===== src/rtl/up_fetch_seq.sv =====
// rtl/up_fetch_seq.sv - nibble-processor PC, fetch/execute phase, fetch register, optional return stack (UP_FETCH_CALL_STACK_EN)
module up_fetch_seq #(
    parameter int ADDR_W      = 12,
    parameter int INSTR_W     = 8,
    parameter int OPRND_W     = 4,
    parameter int STACK_DEPTH = 4
) (
    input  logic                             clock,
    input  logic                             reset,
    input  logic                             stall,
    input  logic [INSTR_W-1:0]               program_byte,
    input  logic                             inc,
    input  logic                             load,
    input  logic                             call,
    input  logic                             ret,
    input  logic [ADDR_W-1:0]                load_addr,
    output logic [ADDR_W-1:0]                PC,
    output logic                             phase,
    output logic [INSTR_W-OPRND_W-1:0]       instr,
    output logic [OPRND_W-1:0]               oprnd,
    output logic [$clog2(STACK_DEPTH+1)-1:0] sp,
    output logic                             stack_err
);

    logic [ADDR_W-1:0] pc_inc;
    assign pc_inc = PC + ADDR_W'(1);

`ifdef UP_FETCH_CALL_STACK_EN
    localparam int SP_W  = $clog2(STACK_DEPTH + 1);
    localparam int PTR_W = (STACK_DEPTH > 1) ? $clog2(STACK_DEPTH) : 1;
    localparam logic [SP_W-1:0] SP_FULL = SP_W'(STACK_DEPTH);

    logic [ADDR_W-1:0] stack_mem [2**PTR_W];
    logic [SP_W-1:0]   sp_dec;
    assign sp_dec = sp - SP_W'(1);

    always_ff @(posedge clock) begin
        if (reset) begin
            PC        <= '0;
            phase     <= 1'b0;
            instr     <= '0;
            oprnd     <= '0;
            sp        <= '0;
            stack_err <= 1'b0;
        end else if (!stall) begin
            if (!phase) begin
                {instr, oprnd} <= program_byte;
                PC             <= pc_inc;
                phase          <= 1'b1;
            end else begin
                phase <= 1'b0;
                if (ret) begin
                    if (sp != '0) begin
                        PC <= stack_mem[sp_dec[PTR_W-1:0]];
                        sp <= sp_dec;
                    end else begin
                        stack_err <= 1'b1;
                    end
                end else if (call) begin
                    // The jump is taken even when the push has to be dropped
                    PC <= load_addr;
                    if (sp == SP_FULL) begin
                        stack_err <= 1'b1;
                    end else begin
                        stack_mem[sp[PTR_W-1:0]] <= pc_inc;
                        sp                       <= sp + SP_W'(1);
                    end
                end else if (load) begin
                    PC <= load_addr;
                end else if (inc) begin
                    PC <= pc_inc;
                end
            end
        end
    end
`else
    logic unused_ret;
    assign unused_ret = ret;
    assign sp         = '0;
    assign stack_err  = 1'b0;

    always_ff @(posedge clock) begin
        if (reset) begin
            PC    <= '0;
            phase <= 1'b0;
            instr <= '0;
            oprnd <= '0;
        end else if (!stall) begin
            if (!phase) begin
                {instr, oprnd} <= program_byte;
                PC             <= pc_inc;
                phase          <= 1'b1;
            end else begin
                phase <= 1'b0;
                if (call || load) begin
                    PC <= load_addr;
                end else if (inc) begin
                    PC <= pc_inc;
                end
            end
        end
    end
`endif

endmodule


===== config.mk =====
export PLATFORM = sky130hd
export DESIGN_NAME = up_fetch_seq
export DESIGN_NICKNAME = d
export VERILOG_FILES = /design/src/rtl/up_fetch_seq.sv
export SDC_FILE = /design/constraint.sdc
export NUM_CORES = 1
export LEC_CHECK = 0
export CAP_MARGIN = 25
export CORE_UTILIZATION = 25
export CTS_BUF_LIST = sky130_fd_sc_hd__clkbuf_2 sky130_fd_sc_hd__clkbuf_4 sky130_fd_sc_hd__clkbuf_8
export CTS_CLUSTER_DIAMETER = 40
export DETAILED_ROUTE_END_ITERATION = 10
export HOLD_SLACK_MARGIN = 0.08
export SYNTH_ARGS = -nofsm -noshare
export SYNTH_HDL_FRONTEND = slang
export SYNTH_SLANG_ARGS = --single-unit

===== constraint.sdc =====
create_clock -name clock -period 4.9 [get_ports clock]
set_clock_uncertainty 0.05 [all_clocks]
set_input_delay 0.49 -clock clock [delete_from_list [all_inputs] [get_ports clock]]
set_output_delay 0.49 -clock clock [all_outputs]
set_load 0.01 [all_outputs]

==> flow_metrics.py <==
metrics = {
    "hold_path": {
        "min_path_type": "register to register",
    },
    "setup_path": {
        "critPathMaxFanout": 17,
        "critical-path-max-stage-delay_ps": 750,
        "crit_chain": "clkdlybuf4s50_1 > a31oi_2 > o21ai_0 > a32o_1",
        "cp_top_family": "compound AO/OA/AOI/OAI gates",
        "worstPathArrival_ps": 2380,
        "cp_num_buf_inv": 1,
        "setup.worst_path.end_class": "register",
        "crit_type": "input port to register",
        "cp_slowest_cell": "a31oi_2",
        "worstPathRequired_ps": 5000,
        "cp-start-kind": "input port",
    },
    "power_and_ir_drop": {
        "clkPwrFrac_pct": 28.8,
        "power_frac_seq_pct": 48.0,
        "switchingPower_uw": 111,
        "total_power_uw": 409,
        "power.leakage_uw": 0.000560,
        "comb_power_share_pct": 23.2,
        "ir_worst_vdd_mv": 0.176,
        "power_per_cell_area_nw_per_um2": 249,
        "p_int_uw": 298,
        "p_sw_share_pct": 27.2,
    },
    "clock_tree": {
        "cts.sinks": 21,
        "worstSkewPairLatency_ps": 250,
        "cts_tree": "done",
        "cts_hold_buffers": 0,
        "postCtsSetupRepairBufs": 0,
        "post_cts_resized": 0,
        "clk_pin_slew_worst_paths_ps": 80,
        "htreeDepth": 1,
        "cts-root-buf": "clkbuf_8",
        "numCtsBuffers": 3,
        "clk_path_buf_depth": 2,
    },
    "layout": {
        "drive_above_1_share_pct": 4.84,
        "fin_nets": 215,
        "multi_input_area_um2": 629,
        "final_util_pct": 37.7,
        "insertedDiodeCount": 0,
        "area_delta_synth_final_pct": 44.8,
        "seq_area_um2": 420,
        "num-fill-cells": 449,
    },
    "timing": {
        "setup_viol": 0,
        "maxSlewViolCount": 0,
        "post-route-worst-setup-slack_ps": 2620,
        "period_needed_ps": 2280,
        "finalSetupTns_ps": 0,
        "hold_viol_final": 0,
        "worst_slew_pin_slew_ps": 791,
        "post-route-period-util_pct": 46.5,
        "timing.fmax_mhz": 439,
        "rsz0062_at_grt": "false",
        "slew_headroom_pct": 47.1,
    },
    "floorplanning": {
        "start_util_pct": 26.1,
        "die_h_um": 69.4,
        "rows": 24,
        "fp.dieArea_um2": 4810,
        "die_w_um": 69.4,
        "coreArea_um2": 4350,
        "pin_count": 52,
    },
    "placed_design": {
        "post-dp-hpwl_um": 2070,
        "port_buffers": 46,
        "gp_congestion": 0.794,
        "post-place-ws_ps": 2330,
    },
    "grt": {
        "grt_pass1_vias": 1127,
        "grt_max_degree": 20,
        "grt_util_all_layers_pct": 12.9,
        "grt_pass1_wl_um": 5170,
        "grt_remaining_overflow": 0,
        "antenna_found_initial": 0,
    },
    "yosys": {
        "synth.avg_cell_area_um2": 7.83,
        "synthArstFlopShare_pct": 0,
        "ys_seq_area_share_pct": 37.0,
        "synth_top_cell_by_area": "dfxtp_1",
        "ys_warn_count": 0,
        "synth_seq_cells": 21,
        "synth_area_leaders": "dfxtp_1 37%, nand2_1 7.3%, o21ai_0 7.1%",
        "synth_most_common_cell": "nand2_1",
        "yosysUniqueCellTypes": 36,
        "syn_inst": 145,
        "synth-edff-count": 0,
        "syn_area_um2": 1130,
        "ys.flop_type": "dfxtp_1",
        "synth_top_area_share_pct": 37.0,
        "synth_top_cells_by_count": "22 x nand2_1, 21 x dfxtp_1, 16 x o21ai_0, 15 x a21oi_1, 10 x nor2_1",
    },
    "drt": {
        "num_vias": 1183,
        "drcViolationCount": 0,
        "routed_via_density": 4.97,
        "drtAntennaViolNets": 0,
        "routed_wl_um": 3000,
        "wire_per_inst_um": 12.6,
        "drt_iter0_markers": 52,
        "dr.pass1.iters": 4,
    },
    "run_status": {
        "status": "completed",
    },
    "job": {
        "maxCapViolCount": 0,
    },
}
## metrics by stage
| stage | area, um^2 | hold WS (ps) | cells |
|---|---|---|---|
| floorplan | 1150 | 448 | 148 |
| global placement | 1590 | 411 | 234 |
| detailed placement | 1590 | 417 | 234 |
| CTS | 1640 | 426 | 238 |
| global route | 1640 | 452 | 238 |
| finish | 1640 | 427 | 238 |
## area by class of cell
cell class                 count  area share [%]
clock buffer                   4            2.97
sequential                    21            25.6
timing repair buffer          47            28.5
multi-input combinational    111            38.3
inverter                       3           0.685
tap                           52            3.96
## routing by layer
metal	vias up	wire [um]	global-route usage, %
met2	37	1350	21.0
li1	604	-	-
met4	0	15	1.36
met1	540	1420	16.8
met5	-	0	0
met3	2	214	4.80
## worst paths after layout
kind | startpoint | end | slack [ps] | cells after the start
max reg2reg | PC[0] | PC[10] | 2950 | 5
min reg2reg | instr[1] | instr[1] | 430 | 2
min | instr[1] | instr[1] | 430 | 2
max | stall | PC[5] | 2620 | 4
## cell usage in the layout, fill, tap and decap left out, types with 3 or more instances in the layout
cell type        instances
a211oi_1                 3
a21oi_1                 15
a32o_1                   4
clkbuf_8                 3
clkdlybuf4s50_1         46
conb_1                   4
dfxtp_1                 21
inv_1                    3
nand2_1                 22
nand3_1                  7
nand4_1                  3
nor2_1                  10
o21ai_0                 16
## worst register-to-register path, delay by kind of cell (launching register included)
family	cells	cell delay, ps
compound gates	2	130
fa+ha+maj	1	250
simple gates	2	920
flops	1	450
## kinds of logic after synthesis
| family | Yosys count | synth area share, % |
|---|---|---|
| buffers and inverters | 16 | 8.49 |
| other | 1 | 0.330 |
| flip-flops | 21 | 37.0 |
| AND/OR/NAND/NOR | 53 | 22.6 |
| adder cells (fa/ha/maj) | 1 | 1.10 |
| multiplexers | 1 | 0.882 |
| AO/OA/AOI/OAI | 51 | 28.8 |
| XOR/XNOR | 1 | 0.772 |
## power by group through the flow
stage                     registers, uW  logic, uW  clock network [uW]
final                               196       94.9                 118
after global routing                198        105                 131
after CTS                           196       96.0                 122
after detailed placement            200       95.5                   0
after global placement              200       95.4                   0
after floorplan                     200       48.5                   0
## flip-flops by register name, summed over array words and instances, names as in the netlist
register,count
phase,1
instr,4
PC,12
oprnd,4
(Power assumes the default switching activity.)
